[src/rtl/reg_file_2r1w_dump_pkg.sv]
// Shared definitions for the 2-read/1-write register file with debug dump.
package reg_file_2r1w_dump_pkg;

    localparam int RF_WIDTH = 32;
    localparam int RF_AW    = 5;

    // Dump sequencer states: IDLE waits for a request, SEND streams elements.
    typedef enum logic {
        RF_S_IDLE = 1'b0,
        RF_S_SEND = 1'b1
    } rf_state_e;

endpackage : reg_file_2r1w_dump_pkg

[src/rtl/reg_file_2r1w_dump_fsm.sv]
// Debug-dump sequencer: walks register indices 0..DEPTH-1 over a valid/ready
// handshake and tells the storage side when and which register to snapshot.
module rf_dump_fsm
    import reg_file_2r1w_dump_pkg::*;
#(
    parameter int AW = RF_AW
) (
    input  logic          clk,
    input  logic          rst_n,
    input  logic          i_start,
    input  logic          i_ready,
    output logic          o_busy,
    output logic          o_valid,
    output logic [AW-1:0] o_idx,
    output logic          o_capture,
    output logic [AW-1:0] o_cap_idx
);

    localparam logic [AW-1:0] IDX_ZERO = {AW{1'b0}};
    localparam logic [AW-1:0] IDX_ONE  = {{(AW-1){1'b0}}, 1'b1};
    localparam logic [AW-1:0] IDX_LAST = {AW{1'b1}};

    rf_state_e       r_state;
    rf_state_e       w_state_nxt;
    logic [AW-1:0]   r_idx;
    logic [AW-1:0]   w_idx_nxt;

    // State and index registers; reset returns straight to IDLE at index 0.
    always_ff @(posedge clk or negedge rst_n) begin
        if (!rst_n) begin
            r_state <= RF_S_IDLE;
            r_idx   <= IDX_ZERO;
        end else begin
            r_state <= w_state_nxt;
            r_idx   <= w_idx_nxt;
        end
    end

    // Next state, next index and snapshot request for the data register.
    always_comb begin
        w_state_nxt = r_state;
        w_idx_nxt   = r_idx;
        o_capture   = 1'b0;
        o_cap_idx   = IDX_ZERO;
        case (r_state)
            RF_S_IDLE: begin
                if (i_start) begin
                    w_state_nxt = RF_S_SEND;
                    w_idx_nxt   = IDX_ZERO;
                    o_capture   = 1'b1;
                    o_cap_idx   = IDX_ZERO;
                end else begin
                    w_state_nxt = RF_S_IDLE;
                end
            end
            RF_S_SEND: begin
                // Start requests are ignored here: a dump is never restarted.
                if (i_ready) begin
                    if (r_idx == IDX_LAST) begin
                        w_state_nxt = RF_S_IDLE;
                        w_idx_nxt   = IDX_ZERO;
                    end else begin
                        w_idx_nxt   = r_idx + IDX_ONE;
                        o_capture   = 1'b1;
                        o_cap_idx   = r_idx + IDX_ONE;
                    end
                end else begin
                    w_state_nxt = RF_S_SEND;
                end
            end
            default: begin
                w_state_nxt = RF_S_IDLE;
                w_idx_nxt   = IDX_ZERO;
            end
        endcase
    end

    // Outputs are direct decodes of registered state, so they are glitch-free.
    assign o_valid = (r_state == RF_S_SEND);
    assign o_busy  = (r_state == RF_S_SEND);
    assign o_idx   = r_idx;

endmodule : rf_dump_fsm

[src/rtl/reg_file_2r1w_dump.sv]
// CPU register file: one synchronous write port, two combinational read ports
// with same-cycle write-through bypass, plus a streaming debug-dump reader.
module reg_file_2r1w_dump
    import reg_file_2r1w_dump_pkg::*;
#(
    parameter int WIDTH    = RF_WIDTH,
    parameter int AW       = RF_AW,
    parameter int ZERO_REG = 1
) (
    input  logic             Clk,
    input  logic             Clrn,
    input  logic             We,
    input  logic [AW-1:0]    Wn,
    input  logic [WIDTH-1:0] D,
    input  logic [AW-1:0]    Rna,
    output logic [WIDTH-1:0] Qa,
    input  logic [AW-1:0]    Rnb,
    output logic [WIDTH-1:0] Qb,
    input  logic             Dump_start,
    output logic             Dump_busy,
    output logic             Dump_valid,
    input  logic             Dump_ready,
    output logic [AW-1:0]    Dump_idx,
    output logic [WIDTH-1:0] Dump_data
);

    localparam int            DEPTH    = 2 ** AW;
    localparam logic [AW-1:0] IDX_ZERO = {AW{1'b0}};
    localparam logic          HAS_ZERO = (ZERO_REG != 0);

    logic [WIDTH-1:0] r_regs [0:DEPTH-1];
    logic [WIDTH-1:0] r_dump_data;
    logic             w_wr_en;
    logic             w_capture;
    logic [AW-1:0]    w_cap_idx;
    logic [WIDTH-1:0] w_cap_val;
    logic [WIDTH-1:0] w_qa;
    logic [WIDTH-1:0] w_qb;

    // A write to r0 is dropped when r0 is hard-wired to zero.
    assign w_wr_en = We && !(HAS_ZERO && (Wn == IDX_ZERO));

    // Storage array: cleared by reset, updated on enabled writes.
    always_ff @(posedge Clk or negedge Clrn) begin
        if (!Clrn) begin
            for (int i = 0; i < DEPTH; i++) begin
                r_regs[i] <= {WIDTH{1'b0}};
            end
        end else if (w_wr_en) begin
            r_regs[Wn] <= D;
        end
    end

    // Read port A: zero register, then write-through bypass, then storage.
    always_comb begin
        w_qa = {WIDTH{1'b0}};
        if (HAS_ZERO && (Rna == IDX_ZERO)) begin
            w_qa = {WIDTH{1'b0}};
        end else if (We && (Wn == Rna)) begin
            w_qa = D;
        end else begin
            w_qa = r_regs[Rna];
        end
    end

    // Read port B: same priority as port A.
    always_comb begin
        w_qb = {WIDTH{1'b0}};
        if (HAS_ZERO && (Rnb == IDX_ZERO)) begin
            w_qb = {WIDTH{1'b0}};
        end else if (We && (Wn == Rnb)) begin
            w_qb = D;
        end else begin
            w_qb = r_regs[Rnb];
        end
    end

    // Dump snapshot source: same bypassed read, so a write landing on the
    // captured register in the capture cycle is seen as the new value.
    always_comb begin
        w_cap_val = {WIDTH{1'b0}};
        if (HAS_ZERO && (w_cap_idx == IDX_ZERO)) begin
            w_cap_val = {WIDTH{1'b0}};
        end else if (We && (Wn == w_cap_idx)) begin
            w_cap_val = D;
        end else begin
            w_cap_val = r_regs[w_cap_idx];
        end
    end

    // Held dump element: only changes on a capture, so later writes to the
    // register being offered do not disturb it.
    always_ff @(posedge Clk or negedge Clrn) begin
        if (!Clrn) begin
            r_dump_data <= {WIDTH{1'b0}};
        end else if (w_capture) begin
            r_dump_data <= w_cap_val;
        end
    end

    rf_dump_fsm #(
        .AW (AW)
    ) u_dump_fsm (
        .clk       (Clk),
        .rst_n     (Clrn),
        .i_start   (Dump_start),
        .i_ready   (Dump_ready),
        .o_busy    (Dump_busy),
        .o_valid   (Dump_valid),
        .o_idx     (Dump_idx),
        .o_capture (w_capture),
        .o_cap_idx (w_cap_idx)
    );

    assign Qa        = w_qa;
    assign Qb        = w_qb;
    assign Dump_data = r_dump_data;

endmodule : reg_file_2r1w_dump
[config.mk]
export PLATFORM = sky130hd
export DESIGN_NAME = reg_file_2r1w_dump
export DESIGN_NICKNAME = d
export VERILOG_FILES = /design/src/rtl/reg_file_2r1w_dump_pkg.sv /design/src/rtl/reg_file_2r1w_dump_fsm.sv /design/src/rtl/reg_file_2r1w_dump.sv
export SDC_FILE = /design/constraint.sdc
export NUM_CORES = 2
export LEC_CHECK = 0
export ABC_CLOCK_PERIOD_IN_PS = 4300
export CAP_MARGIN = 20
export CORE_ASPECT_RATIO = 0.5
export CORE_MARGIN = 3
export CORE_UTILIZATION = 35
export CTS_BUF_LIST = sky130_fd_sc_hd__clkbuf_8 sky130_fd_sc_hd__clkbuf_16
export DETAILED_ROUTE_END_ITERATION = 12
export GPL_ROUTABILITY_DRIVEN = 1
export PLACE_DENSITY = 0.56
export SYNTH_ARGS = -nofsm -noshare
export SYNTH_HDL_FRONTEND = slang
export SYNTH_SLANG_ARGS = --single-unit
[constraint.sdc]
create_clock -name Clk -period 4.3 [get_ports Clk]
set_input_delay 0.86 -clock Clk [delete_from_list [all_inputs] [get_ports Clk]]
set_output_delay 0.86 -clock Clk [all_outputs]
set_load 0.01 [all_outputs]
======== Word level (Yosys, flattened, before mapping) ========
Cells that the tools add are included.
storage, ports and cells
  flip-flop bits (word level) ............. 1062
  input bits .............................. 52
  output and inout bits ................... 103
cells by class
  add/sub/neg operators ................... 1
  magnitude comparators ................... 5
  equal/unequal tests ..................... 6
  muxes and demuxes ....................... 30
  bitwise gates (word level) .............. 5
  reduce and logical (&&, ||, !) cells .... 11
operators by type and width
  cell                                                 number
  bitwise mux 1024 bit                                 1
  binary-select mux 32 bit (select 5 bit)              3
  two-way mux 32 bit                                   13
  demux 32 bit (select 5 bit)                          1
  >= comparator 6 bit (second input constant)          4
  inverter 5 -> 6 bit                                  4
  zero test 5 bit                                      4
  two-way mux 5 bit                                    4
  case mux 5 bit (2 select lines)                      2
  equality test 5 bit                                  3
  < comparator 6 x 1 -> 1 bit (second input constant)  1
  adder 5 x 1 -> 5 bit (second input constant)         1
  equality test 5 bit (second input constant)          1
  logical AND 1 bit                                    5
  two-way mux 1 bit                                    4
  inequality test 2 bit (second input constant)        2
  case mux 1 bit (2 select lines)                      2
  AND reduction 2 bit                                  1
  zero test 1 bit                                      1
  inverter 1 bit                                       1

======== Longest topological paths before layout ========
  depth in word-level cells ............... 10
  depth in mapped cells ................... 14
  gate-level depth less buffers ........... 9

======== Modules after synthesis ========
Synthesis repeated with hierarchy kept, for this count alone.
unflattened totals
  cell total of the unflattened synthesis .. 4208
  area, all modules ....................... 64493.1 um2
by module, submodules not included
  module              times used  cells an instance  area each (um2)
  reg_file_2r1w_dump  1           4167               64095.2
  rf_dump_fsm         1           41                 397.9

======== Worst setup path after synthesis ========
OpenSTA, ideal clock, no wires.
  path kind ............................... input to output
  start point ............................. input port Rnb[0]
  end point ............................... output port Qb[10]
  arrival time ............................ 2750 ps
  required time ........................... 3440 ps
  slack ................................... 690 ps
  stages .................................. 7
  cells stage by stage .................... buf_2 > clkbuf_1 > buf_2 > mux4_2 > mux4_2 > mux2i_1 > a211oi_1
between the ends
  word-level cells in the longest chain between the ends .. 6
  elaborated cells on any way between the ends .. 9
ends and longest elaborated chain
  element                                                 line                      source
  start: declaration                                      reg_file_2r1w_dump.sv:17  input logic [AW-1:0] Rnb,
  inverter 5 -> 6 bit (not written as such)               reg_file_2r1w_dump.sv:74  w_qb = r_regs[Rnb];
  binary-select mux 32 bit (select 5 bit)                 reg_file_2r1w_dump.sv:74
  two-way mux 32 bit (not written as such) (2 in series)  reg_file_2r1w_dump.sv:74
  two-way mux 32 bit                                      reg_file_2r1w_dump.sv:71  end else if (We && (Wn == Rnb)) begin
  two-way mux 32 bit (*)                                  reg_file_2r1w_dump.sv:69  if (HAS_ZERO && (Rnb == IDX_ZERO)) begin
  end: declaration                                        reg_file_2r1w_dump.sv:18  output logic [WIDTH-1:0] Qb,
Mark *: on every way between the ends. The rest lies on a longest branch, timed or not. The select of a mux whose other input is x is not followed.

======== Final worst setup path ========
  start point ............................. input port Rnb[0]
  end point ............................... output port Qb[26]
The elaborated chain is that of the path after synthesis.

==> impl_metrics.tcl <==
set metrics [dict create \
    synth_edf_count 0 \
    worst_slack_ns -0.0354 \
    crit_buf_inv 5 \
    synth_top_area_cell "dfrtp_1" \
    synth_top_area_frac 0.404 \
    slowest_delay_ns 0.53 \
    finalHoldViolations 0 \
    r2r_slack_ns 0.45 \
    p_leak_nw 31.9 \
    dieHeight_um 313 \
    cp.arrival_ns 3.48 \
    rr_worst_depth 12 \
    syn_avg_cell_area_sq_um 13.5 \
    dp_worst_setup_slack_ns -0.220 \
    peakVddDrop_mv 0.707 \
    synth_commonest_cells "dfrtp_1, mux2_2, mux4_2, clkbuf_1, mux2i_1" \
    syn-cell-area_sq_um 65800 \
    port_buffers 154 \
    groute.usage.overall 0.287 \
    clkTransAtPathRegs_ns 0.06 \
    max_cap_viol_count 0 \
    ys_async_sr_fraction 1.00 \
    grt_overflow_total 0 \
    placed_area_sq_um 73000 \
    slew_headroom 0.232 \
    whs_ns 0.0905 \
    yosys_register_bits 1062 \
    fmax_mhz 231 \
    grt_setup_unrepaired "yes" \
    synthTopCellsByArea "dfrtp_1, mux4_2, mux2_2" \
    grt_pass1_wl_um 399000 \
    power_density_nw_per_um2 557 \
    hold_class "input pin to asynchronous set/reset pin" \
    final_area_sq_um 77500 \
    critPathKind "input pin to output port" \
    dieArea_sq_um 194000 \
    io_pins 155 \
    synth_cell_types 76 \
    nFillCells 16756 \
    maxSlewViolCount 0 \
    final_nets 5043 \
    ys.flop_type "dfrtp_1" \
    ys_seq_area_frac 0.404 \
    grt_max_degree 142 \
    post-route-util 0.419 \
    instances_no_fill 7578 \
    status "finished with violations" \
    coreArea_sq_um 185000 \
    syn_to_final_growth_pct 17.8 \
    crit_fanout 7 \
    clk_latency_ns 0.77 \
    cts_max_path_buffers 3 \
    numCtsBuffers 111 \
    final.setup_skew_ns 0.0207 \
    tightest_slew_ns 1.15 \
    antenna_left 0 \
    violations "setup timing" \
    fp-row-count 111 \
    setup-tns-final_ns -0.0873 \
    gp_congestion 0.895 \
    first_pass_iters 8 \
    antenna_found_initial 7 \
    avgRoutedWirePerCell_um 37.3 \
    critPathLaunch "Rnb[0]" \
    clockRootBuffer "clkbuf_16" \
    setup_viol 4 \
    drive_above_1_share 0.474 \
    syn_nets 4916 \
    holdBufCountCts 0 \
    h-tree-depth 3 \
    period_needed_ns 4.34 \
    r2r_start "u_dump_fsm.o_idx[1]" \
    initial_core_util 0.356 \
    required_ns 3.44 \
    cts_tree "yes" \
    crit_family "multiplexers" \
    synthCells 4862 \
    dpl.hpwl_um 176000 \
    die_x_um 619 \
    routed_wirelength_um 283000 \
    min_period_over_period 1.01 \
    grt_pass1_vias 51376 \
    yosys_warnings 0 \
    clkSinkCount 1062 \
    slowest_stage "mux4_2" \
    timing.rr.end "Dump_data[5]" \
    via_count 52049 \
    cp-end-kind "output port" \
    synthMostInstantiatedCell "dfrtp_1" \
    viasPerCell 6.87 \
    total_power_mw 43.2 \
    start_kind "input pin" \
    path_cells "buf_12, buf_12, buf_4, mux4_2, mux4_2, mux2i_4, a211oi_1, buf_4, clkdlybuf4s50_1" \
    drt-initial-drc-count 7804 \
    place_inst 7331 \
    drc 0 \
]
sequential cells by signal, summed over array words and instances, names as in the netlist:
| name | cells |
|---|---|
| u_dump_fsm.o_busy | 1 |
| r_regs | 1024 |
| u_dump_fsm.o_idx | 5 |
| Dump_data | 32 |
cells in the final DEF, fill, tap and decap left out, drive strengths merged, types with 40 or more instances in the layout:
master	instances
a211oi	118
a221oi	141
a22oi	40
and3	46
buf	466
clkbuf	143
clkdlybuf4s50	101
dfrtp	1062
mux2	1012
mux2i	176
mux4	645
nand2	165
nand3	48
nor2	150
o211ai	49
o21ai	145
o221ai	62
o22ai	48
timing repair:
action,in CTS,in global routing
gates cloned,4,1
endpoints found under the setup margin,48,30
pin swaps,1,1
resized for setup,71,28
endpoints found under the hold margin,0,0
setup buffers,6,20
metal layers:
layer,routed length [um],GRT usage,up-vias
li1,-,-,19704
met1,110000,0.387,27597
met2,121000,0.412,3908
met3,35800,0.0968,838
met4,15900,0.139,2
met5,12,0,-
layout make-up:
cell class / instances / area, sq um / share of cell area
Multi-Input combinational cell: 3197 / 37100 / 0.479
Antenna cell: 10 / 25.0 / 0.000323
Inverter: 3 / 11.3 / 0.000145
Timing Repair Buffer: 614 / 6830 / 0.0881
Clock inverter: 65 / 631 / 0.00814
Tap cell: 2486 / 3110 / 0.0401
Clock buffer: 141 / 3220 / 0.0416
Sequential cell: 1062 / 26600 / 0.343
where the power goes:
part / internal, mW / leakage [nW] / switching, mW
clock network: 6.02 / 2.04 / 4.36
logic: 7.86 / 16.3 / 10.8
registers: 12.0 / 13.6 / 2.21
worst register-to-register path, cell delays in order (launching register included):
cell      delay, ns
dfrtp_1        0.53
ha_4           0.24
and3_1         0.17
ha_1           0.38
buf_4          0.29
and3b_2        0.39
nand2_4        0.32
buf_12         0.32
a211oi_1       0.21
a31oi_1        0.38
o221ai_1       0.22
buf_4          0.19
o22ai_1        0.14
cell families (layout without fill, tap and decap cells):
| family | after synthesis | after routing | share of synthesized area |
|---|---|---|---|
| multiplexers | 1833 | 1833 | 0.421 |
| flip-flops | 1062 | 1062 | 0.404 |
| AO/OA/AOI/OAI | 847 | 847 | 0.0964 |
| buffers and inverters | 603 | 823 | 0.0408 |
| AND/OR/NAND/NOR | 498 | 498 | 0.0352 |
| XOR/XNOR | 17 | 17 | 0.00249 |
| adder cells (fa/ha/maj) | 2 | 2 | 0.000380 |
| other | 0 | 10 | 0 |
how the worst max path moves through the flow:
stage / end / slack (ns) / cells past startpoint
5_1_grt: Qb[26] / -0.03 / 9
4_1_cts: Qb[10] / 0.002 / 9
6_report: Qb[26] / -0.04 / 9
3_5_place_dp: Qb[30] / -0.22 / 9
2_1_floorplan: Qb[10] / 0.69 / 7
3_3_place_gp: Qb[30] / -0.24 / 9
Power figures use the tool's default switching activity.
